===== src/rtl/dma_pkg.sv =====
// Shared types and constants for the DMA write engine.
package dma_pkg;

   typedef enum logic [1:0] {
      IDLE   = 2'd0,
      LD_CMD = 2'd1,
      WRITE  = 2'd2,
      DONE   = 2'd3
   } wr_state_e;

   localparam int BEAT_BYTES   = 32;
   localparam int DATA_W       = 256;
   localparam int BE_W         = 32;
   localparam int BCOUNT_W     = 11;
   localparam int MAX_WR_BYTES = 65504;

   // Command entry layout: {bytes[15:0], addr[31:0]}
   localparam int CMD_ADDR_LSB  = 0;
   localparam int CMD_ADDR_W    = 32;
   localparam int CMD_BYTES_LSB = 32;
   localparam int CMD_BYTES_W   = 16;
   localparam int CMD_W         = CMD_ADDR_W + CMD_BYTES_W;

   typedef struct packed {
      logic [CMD_BYTES_W-1:0] bytes;
      logic [CMD_ADDR_W-1:0]  addr;
   } wr_cmd_t;

   // Byte enables for the final beat: full word when the byte count is a
   // whole number of beats, otherwise only the low 'tail' bytes.
   function automatic logic [BE_W-1:0] last_beat_be(input logic [4:0] tail);
      logic [BE_W-1:0] one;
      one = {{(BE_W-1){1'b0}}, 1'b1};
      if (tail == 5'd0) return '1;
      return (one << tail) - one;
   endfunction

endpackage


===== src/rtl/dma_wr_cmd_fifo.sv =====
// Show-ahead synchronous command FIFO with registered full/empty flags.
// Async reset empties it so no stale command survives a reset.
module dma_wr_cmd_fifo #(
   parameter int DEPTH = 32,
   parameter int AW    = 5,
   parameter int W     = 48
) (
   input  logic         clk,
   input  logic         reset_n,
   input  logic         push_i,
   input  logic [W-1:0] wdata_i,
   input  logic         pop_i,
   output logic [W-1:0] rdata_o,
   output logic         full_o,
   output logic         empty_o
);
   localparam int CW = AW + 1;

   logic [W-1:0]  mem_q [DEPTH];
   logic [AW-1:0] wr_ptr_q, wr_ptr_d, rd_ptr_q, rd_ptr_d;
   logic [CW-1:0] count_q, count_d;
   logic          full_q, full_d, empty_q, empty_d;
   logic          do_push, do_pop;

   // Pointer/count update; a push while full or pop while empty is dropped.
   always_comb begin
      do_push  = push_i & ~full_q;
      do_pop   = pop_i & ~empty_q;
      wr_ptr_d = wr_ptr_q + AW'(do_push);
      rd_ptr_d = rd_ptr_q + AW'(do_pop);
      count_d  = count_q + CW'(do_push) - CW'(do_pop);
      full_d   = (count_d == CW'(DEPTH));
      empty_d  = (count_d == '0);
   end

   // Control state with async clear.
   always_ff @(posedge clk or negedge reset_n) begin
      if (!reset_n) begin
         wr_ptr_q <= '0;
         rd_ptr_q <= '0;
         count_q  <= '0;
         full_q   <= 1'b0;
         empty_q  <= 1'b1;
      end else begin
         wr_ptr_q <= wr_ptr_d;
         rd_ptr_q <= rd_ptr_d;
         count_q  <= count_d;
         full_q   <= full_d;
         empty_q  <= empty_d;
      end
   end

   // Storage needs no reset; the empty flag guards reads.
   always_ff @(posedge clk) begin
      if (do_push) mem_q[wr_ptr_q] <= wdata_i;
   end

   assign rdata_o = mem_q[rd_ptr_q];
   assign full_o  = full_q;
   assign empty_o = empty_q;

endmodule


===== src/rtl/dma_write_block.sv =====
// DMA write engine: queues write commands, drains the show-ahead data FIFO
// and issues one Avalon-MM burst per command, pulsing done (or err) at the end.
module dma_write_block
   import dma_pkg::*;
#(
   parameter int CMD_FIFO_DEPTH = 32,
   parameter int CMD_FIFO_AW    = 5
) (
   input  logic                clk,
   input  logic                reset_n,
   input  logic                dma_wr_fifo_command_req_i,
   input  logic [15:0]         dma_wr_bytes_to_transfer_i,
   input  logic [31:0]         dma_wr_addr_i,
   output logic                dma_wr_fifo_full_o,
   input  logic [DATA_W-1:0]   dma_wr_data_i,
   input  logic                dma_wr_data_empty_i,
   output logic                dma_wr_data_rd_o,
   output logic                wr_master_wr_o,
   output logic [31:0]         wr_master_addr_o,
   output logic [BCOUNT_W-1:0] wr_master_bcount_o,
   output logic [DATA_W-1:0]   wr_master_data_o,
   output logic [BE_W-1:0]     wr_master_byteen_o,
   input  logic                wr_master_wait_req_i,
   output logic                dma_wr_done_o,
   output logic                dma_wr_err_o,
   output logic                dma_wr_busy_o
);
   wr_state_e             state_q, state_d;
   logic [31:0]           addr_q, addr_d;
   logic [15:0]           bytes_q, bytes_d;
   logic [BCOUNT_W-1:0]   bcount_q, bcount_d;
   logic [BCOUNT_W-1:0]   remain_q, remain_d;
   logic [BE_W-1:0]       last_be_q, last_be_d;
   wr_cmd_t               fifo_head;
   logic                  fifo_pop, fifo_empty, fifo_full;
   logic [BCOUNT_W:0]     beats;

   dma_wr_cmd_fifo #(
      .DEPTH (CMD_FIFO_DEPTH),
      .AW    (CMD_FIFO_AW),
      .W     (CMD_W)
   ) u_cmd_fifo (
      .clk     (clk),
      .reset_n (reset_n),
      .push_i  (dma_wr_fifo_command_req_i),
      .wdata_i ({dma_wr_bytes_to_transfer_i, dma_wr_addr_i}),
      .pop_i   (fifo_pop),
      .rdata_o (fifo_head),
      .full_o  (fifo_full),
      .empty_o (fifo_empty)
   );

   // One extra bit so a 65505..65535 byte count shows up as 2048 beats.
   assign beats = {1'b0, bytes_q[15:5]} + {{BCOUNT_W{1'b0}}, |bytes_q[4:0]};

   // Next-state and bus outputs.
   always_comb begin
      state_d            = state_q;
      addr_d             = addr_q;
      bytes_d            = bytes_q;
      bcount_d           = bcount_q;
      remain_d           = remain_q;
      last_be_d          = last_be_q;
      fifo_pop           = 1'b0;
      wr_master_wr_o     = 1'b0;
      dma_wr_data_rd_o   = 1'b0;
      wr_master_data_o   = '0;
      wr_master_byteen_o = '0;
      dma_wr_done_o      = 1'b0;
      dma_wr_err_o       = 1'b0;
      case (state_q)
         IDLE: begin
            // The head is captured as it is popped; show-ahead moves on next cycle.
            if (!fifo_empty) begin
               fifo_pop = 1'b1;
               addr_d   = fifo_head.addr;
               bytes_d  = fifo_head.bytes;
               state_d  = LD_CMD;
            end
         end
         LD_CMD: begin
            if (bytes_q == '0) begin
               state_d = DONE;
            end else if (bytes_q > 16'(MAX_WR_BYTES)) begin
               dma_wr_err_o = 1'b1;
               state_d      = IDLE;
            end else begin
               bcount_d  = beats[BCOUNT_W-1:0];
               remain_d  = beats[BCOUNT_W-1:0];
               last_be_d = last_beat_be(bytes_q[4:0]);
               state_d   = WRITE;
            end
         end
         WRITE: begin
            wr_master_wr_o     = ~dma_wr_data_empty_i;
            wr_master_data_o   = dma_wr_data_i;
            wr_master_byteen_o = (remain_q == BCOUNT_W'(1)) ? last_be_q : '1;
            if (wr_master_wr_o && !wr_master_wait_req_i) begin
               dma_wr_data_rd_o = 1'b1;
               remain_d         = remain_q - BCOUNT_W'(1);
               if (remain_q == BCOUNT_W'(1)) state_d = DONE;
            end
         end
         DONE: begin
            dma_wr_done_o = 1'b1;
            state_d       = IDLE;
         end
         default: state_d = IDLE;
      endcase
   end

   // Engine registers; reset abandons any burst in flight.
   always_ff @(posedge clk or negedge reset_n) begin
      if (!reset_n) begin
         state_q   <= IDLE;
         addr_q    <= '0;
         bytes_q   <= '0;
         bcount_q  <= '0;
         remain_q  <= '0;
         last_be_q <= '0;
      end else begin
         state_q   <= state_d;
         addr_q    <= addr_d;
         bytes_q   <= bytes_d;
         bcount_q  <= bcount_d;
         remain_q  <= remain_d;
         last_be_q <= last_be_d;
      end
   end

   assign wr_master_addr_o   = addr_q;
   assign wr_master_bcount_o = bcount_q;
   assign dma_wr_fifo_full_o = fifo_full;
   assign dma_wr_busy_o      = (state_q != IDLE) | ~fifo_empty;

endmodule


===== config.mk =====
export PLATFORM = sky130hd
export DESIGN_NAME = dma_write_block
export DESIGN_NICKNAME = d
export VERILOG_FILES = /design/src/rtl/dma_pkg.sv /design/src/rtl/dma_wr_cmd_fifo.sv /design/src/rtl/dma_write_block.sv
export SDC_FILE = /design/constraint.sdc
export NUM_CORES = 2
export LEC_CHECK = 0
export BUFFER_PORTS_ARGS = -buffer_cell sky130_fd_sc_hd__buf_2
export CAP_MARGIN = 20
export CORE_MARGIN = 2
export CORE_UTILIZATION = 50
export DETAILED_ROUTE_END_ITERATION = 8
export GPL_TIMING_DRIVEN = 0
export PLACE_DENSITY = 0.68
export SYNTH_ARGS = -nofsm -noshare
export SYNTH_HDL_FRONTEND = slang
export SYNTH_HIERARCHICAL = 1
export SYNTH_SLANG_ARGS = --single-unit

===== constraint.sdc =====
create_clock -name clk -period 5.14 [get_ports clk]
set_clock_uncertainty 0.2 [all_clocks]
set_input_delay 0.514 -clock clk [delete_from_list [all_inputs] [get_ports clk]]
set_output_delay 0.514 -clock clk [all_outputs]
set_load 0.01 [all_outputs]

Word-level counts from Yosys, hierarchy flattened
Memory sizes are Yosys's and may differ from the RTL's. A register that Yosys moved wholly into a read port is not among the register bits. Cells that the tools add are included.

Add/subtract/negate cells: 7. $mul: 0. Div/mod/pow operators: 0. Magnitude comparators: 1. Eq/ne operators: 10. Shift operators: 1. Muxes and demuxes: 30. Bitwise logic cells: 8. Reduce and logical (&&, ||, !) cells: 14.

Operators with widths (count): $mux 256 (1); $mux 32 (4); $mux 11 (3); $shl 1x5->32 const A (1); $sub 32x1->32 const B (1); $pmux 11 s2 (1); $gt 16x16->1 const B (1); $logic_not 16->1 (1); $mux 1 (15); $add 11x1->11 (1); $eq 11x1->1 const B (1); $sub 11x1->11 const B (1); $add 5x1->5 (2); $mux 2 (5); $ne 2x2->1 const B (5); $pmux 2 s4 (1); $add 6x1->6 (1); $eq 6x6->1 const B (1); $logic_not 6->1 (1); $reduce_and 3->1 (2); $sub 6x1->6 (1); $logic_not 5->1 (1); $not 1->1 (5); $reduce_or 5->1 (1); 10 further kinds (14).

Register bits after elaboration: 74. Bits in latches: 0. RAM bits: 1536. Bits in read-only memories: 0. Input bits: 309. Output and inout port bits: 337. Logic and storage cells: 81. Memories kept: 1.

Memories: u_cmd_fifo.mem_q (depth 32, width 48, read ports 1, clocked after Yosys merged registers in 1, write ports 1, line dma_wr_cmd_fifo.sv:19) `logic [W-1:0] mem_q [DEPTH];`.

Depth between registers and ports, before layout
Depth after elaboration: 6. Mapped depth: 12. Mapped depth without buffers: 10.

Cells and area by module
The synthesis kept the hierarchy.

Modules (own cells, without submodules): dma_wr_cmd_fifo (instances 1, cells each 2623, area an instance 58907.7 µm², sequential area each 46575.9 µm²); dma_write_block (instances 1, cells each 775, area an instance 7019.2 µm², sequential area each 2602.5 µm²).

Worst setup path after synthesis
Ideal clock, no wire load.

Path kind: input to register. Start: input dma_wr_fifo_command_req_i. End: memory u_cmd_fifo.mem_q[28][0], enable pin. Setup time: 0.454 ns. Arrival: 3.113 ns. Required time: 4.486 ns. Path slack: 1.373 ns. Cell stages on the path: 4. Buffers on the path: 1. Path through: nand2b_1 or3_1 clkbuf_1 nor2_1.

Cells in the longest elaborated chain, start to end: 3.

RTL lines: start: declaration (line dma_write_block.sv:11) `input logic dma_wr_fifo_command_req_i,`; $and 1x1->1 (line dma_wr_cmd_fifo.sv:27) `do_push = push_i & ~full_q;`; $mux 1 (line dma_wr_cmd_fifo.sv:55) `if (do_push) mem_q[wr_ptr_q] <= wdata_i;`; $mux 1 (implied by the code) (line dma_wr_cmd_fifo.sv:55); end: declaration (line dma_wr_cmd_fifo.sv:19).

Every way passes these cells.

==> run summary <==
The largest driver fanout on the critical path is 10. The async set-or-reset flop fraction in the synthesized netlist is 0.0736. The die covers 0.135 mm^2.

The count of placed standard cells in the final layout, fillers left out is around 6200. The number of global-route vias before repair is about 37000. The post-synthesis instance area came out at roughly 0.066 mm^2. The number of nets in the final layout came out at about 4600.

The routed layout has 37500 vias. The count of pins over their slew limit is 0. For this design the ratio of total power to cell area is about 570 mW/mm^2. The type of origin of the critical path is a register. The number of placed instances, taps included came out at ~6000. The count of endpoints failing hold in the final timing report is 0. Leaving out fill and tap cells, the most frequent cell in the layout is sky130_fd_sc_hd__edfxtp_1. The worst reg2reg path depth came out at 8. The number of nets handed over by synthesis was about 3700. After floorplanning, the core was divided into ~130 placement rows. Entering global routing, the biggest net connects 76 pins. The routed wire length is about 210 mm. The relative area change from synthesis to final layout came out at 18.8%. The total of flip-flops plus latches after synthesis came out at 1658. Dividing the synthesized area by the synthesized cell count gives 19.4 um^2. The fmax is between 200 and 250 MHz. The clock period could shrink to 4930 ps. In this run the count of I/O pins placed on the die edge is 646. The run finished with clean final reports. Across all hold checks on the routed design, the worst slack comes to roughly 43 ps. The number of fill cells came out at approximately 9600.

Summed over all layers, the global routing overflow is 0. Once detail routing completed, the nets flagged for antenna violations numbered 0. STA classifies the critical path endpoint as a register. The global placement routability congestion came out at around 0.96. The worst hold path belongs to the class primary input to register. The number of optimization iterations in the first detailed-route pass is 5. The endpoint required time on the critical path came out at between 5000 and 6000 ps. The tool flagged a number of max-cap violations equal to 0. The number of H-tree branching levels came out at 4.

The number of antenna violations at the first check in global routing is 26. The dominant register cell in the synthesized netlist is sky130_fd_sc_hd__edfxtp_1. The count of buffers inserted at the top-level ports is 645.

The starting DRC count in detailed routing came out at between 3000 and 4000. The post-synthesis sequential area ratio came out at 0.746. After detailed routing, the number of remaining DRC violations is 0. The number of cells traversed by the worst hold path is 1. Setup repair after global routing left no endpoint under its margin. TritonCTS built the clock tree.

Data on the critical path arrives at its endpoint at approximately 5400 ps. The latest clock arrival within the worst-skew pair is between 700 and 800 ps. Leaving out fill and tap cells, the most frequent cells in the layout are sky130_fd_sc_hd__edfxtp_1 (1536), sky130_fd_sc_hd__buf_2 (663), sky130_fd_sc_hd__mux4_2 (288), sky130_fd_sc_hd__and2_1 (260), sky130_fd_sc_hd__mux2i_1 (195). The final cycle utilization of the critical path came out at 0.958. The worst max-slew margin expressed relative to the limit is 0.236. After clock tree synthesis, the clock-pin slew on the worst setup and hold paths is approximately 60 ps.

The total design power is approximately 0.044 W. The share of post-route cells with drive strength above 1 is 0.315. The synthesis warning total is 6. The HPWL after detailed placement came out at ~150 mm. After synthesis, the netlist uses 63 different library cells.

The number of enable flip-flop cells after synthesis came out at 1536. The post-CTS setup buffer count came out at 0. The leakage dissipation came out at between 20 and 30 nW. The x dimension of the die is about 370 um. Synthesis produced ~3400 cells.

The largest voltage drop on the vdd net came out at just over 400 uV. The first-pass GRT wire length came out at just under 300 mm. The critical path in this run is classified as register to register. The via density per instance came out at 6.06. The deepest clock path buffer count came out at 3. The routed length per instance came out at about 34 um. The final count of negative-setup-slack endpoints is 0.

The clock drives 1658 sinks. In this run, CTS created clock tree buffers numbering about 160. The effective utilization at floorplan came out at 0.503. For the pin with the worst max-slew slack, the measured transition is 1150 ps. In this run the clock root is driven by a sky130_fd_sc_hd__clkbuf_16. The aggregate global-route resource usage is 0.309. The die boundary height came out at roughly 370 um.

The area of the core came out at between 0.1 and 0.15 mm^2.
[sequential cells by signal, summed over array words and instances (netlist names), named ones only]
| signal | flops |
|---|---|
| wr_master_bcount_o | 11 |
| last_be_q | 32 |
| u_cmd_fifo/mem_q | 1536 |
| state_q | 1 |
| remain_q | 11 |
| u_cmd_fifo/count_q | 6 |
| u_cmd_fifo/wr_ptr_q | 5 |
| u_cmd_fifo/rd_ptr_q | 5 |
| u_cmd_fifo/full_o | 1 |
| u_cmd_fifo/empty_o | 1 |
| bytes_q | 16 |
| wr_master_addr_o | 32 |
[path summary, 6_finish.rpt]
path / from / end / slack [ps]
worst min register to register: wr_master_bcount_o[3] / wr_master_bcount_o[3] / 280
worst max register to register: u_cmd_fifo/rd_ptr_q[3] / wr_master_addr_o[31] / 210
worst max-delay path: u_cmd_fifo/rd_ptr_q[3] / wr_master_addr_o[31] / 210
min in group asynchronous: reset_n / wr_master_addr_o[31] / 140
worst min-delay path: dma_wr_bytes_to_transfer_i[4] / u_cmd_fifo/mem_q[19][36] / 40
max in group asynchronous: reset_n / u_cmd_fifo/empty_o / 3690
[metrics by stage]
step	util	TNS, ps	worst slack [ps]	area [um^2]
2_1_floorplan	-	0	1370	65900
3_3_place_gp	0.544	-1819490	-1710	71400
3_5_place_dp	0.556	0	539	72900
4_1_cts	0.597	0	200	78300
5_1_grt	0.597	0	138	78300
6_report	0.597	0	214	78300
[Yosys cell counts, types with 7 or more instances]
library cell / count / area share
sky130_fd_sc_hd__edfxtp_1: 1536 / 0.70
sky130_fd_sc_hd__mux4_2: 288 / 0.098
sky130_fd_sc_hd__and2_1: 260 / 0.025
sky130_fd_sc_hd__mux2i_1: 195 / 0.030
sky130_fd_sc_hd__clkbuf_1: 133 / 0.0076
sky130_fd_sc_hd__dfrtp_1: 121 / 0.046
sky130_fd_sc_hd__a211oi_1: 96 / 0.011
sky130_fd_sc_hd__a21oi_1: 73 / 0.0055
sky130_fd_sc_hd__nor2_1: 59 / 0.0034
sky130_fd_sc_hd__o22ai_1: 52 / 0.0049
sky130_fd_sc_hd__a22oi_1: 51 / 0.0058
sky130_fd_sc_hd__a22o_1: 49 / 0.0065
sky130_fd_sc_hd__mux2_2: 49 / 0.0084
sky130_fd_sc_hd__o221ai_1: 48 / 0.0064
sky130_fd_sc_hd__a21o_1: 37 / 0.0042
sky130_fd_sc_hd__buf_4: 32 / 0.0036
sky130_fd_sc_hd__nand2_1: 29 / 0.0017
sky130_fd_sc_hd__o21ai_0: 27 / 0.0020
sky130_fd_sc_hd__buf_6: 21 / 0.0036
sky130_fd_sc_hd__buf_2: 19 / 0.0014
sky130_fd_sc_hd__nand3_1: 19 / 0.0014
sky130_fd_sc_hd__inv_1: 18 / 0.0010
sky130_fd_sc_hd__nor3_1: 16 / 0.0012
sky130_fd_sc_hd__xnor2_1: 15 / 0.0020
sky130_fd_sc_hd__buf_1: 14 / 0.00080
sky130_fd_sc_hd__ha_1: 13 / 0.0025
sky130_fd_sc_hd__a2bb2oi_1: 12 / 0.0016
sky130_fd_sc_hd__nor4_1: 11 / 0.0010
sky130_fd_sc_hd__mux2_4: 10 / 0.0023
sky130_fd_sc_hd__nand2b_1: 10 / 0.00095
sky130_fd_sc_hd__o22a_1: 8 / 0.0011
sky130_fd_sc_hd__o31ai_1: 8 / 0.00091
sky130_fd_sc_hd__xor2_1: 7 / 0.00093
[cells by family after synthesis]
| kind of cell | share of synthesized area |
|---|---|
| flip-flops | 0.746 |
| buffers and inverters | 0.0183 |
| multiplexers | 0.139 |
| XOR/XNOR | 0.00292 |
| adder cells (fa/ha/maj) | 0.00277 |
| AND/OR/NAND/NOR | 0.0381 |
| AO/OA/AOI/OAI | 0.0534 |
[report_power, final]
group	total (W)	switching, W	internal, W	leakage, nW
Sequential	0.0167	0.000533	0.0161	15.3
Clock	0.0116	0.00503	0.00653	2.51
Combinational	0.0162	0.00996	0.00629	9.66
Total	0.0445	0.0155	0.0289	27.5
[cell type report]
cell class | count | area [um^2] | share of cell area
Tap cell | 1755 | 2200 | 0.0280
Clock buffer | 227 | 4430 | 0.0566
Antenna cell | 11 | 27.5 | 0.000352
Sequential cell | 1658 | 49200 | 0.628
Inverter | 20 | 75.1 | 0.000959
Buffer | 220 | 1130 | 0.0144
Multi-Input combinational cell | 1500 | 15800 | 0.202
Clock inverter | 77 | 746 | 0.00952
Timing Repair Buffer | 725 | 4720 | 0.0603
[per-layer routing]
metal | GRT usage | part of all wire
met1 | 0.417 | 0.39
met2 | 0.488 | 0.48
met3 | 0.0615 | 0.079
met4 | 0.143 | 0.051
met5 | 0 | 0.000062
[critical path: stages, from the launching register on]
cell,delay [ps]
sky130_fd_sc_hd__dfrtp_1,370
sky130_fd_sc_hd__clkbuf_1,170
sky130_fd_sc_hd__nor2b_1,130
sky130_fd_sc_hd__clkbuf_1,790
sky130_fd_sc_hd__clkbuf_1,910
sky130_fd_sc_hd__clkbuf_1,830
sky130_fd_sc_hd__a211oi_1,280
sky130_fd_sc_hd__a21oi_1,860
sky130_fd_sc_hd__mux2_2,300
[what timing repair did]
item,in CTS,in global routing
endpoints found under the setup margin,0,1
hold buffers,13,0
resized for setup,0,3
hold endpoints to repair,271,0
No activity file was read; power rests on OpenSTA's default activity.
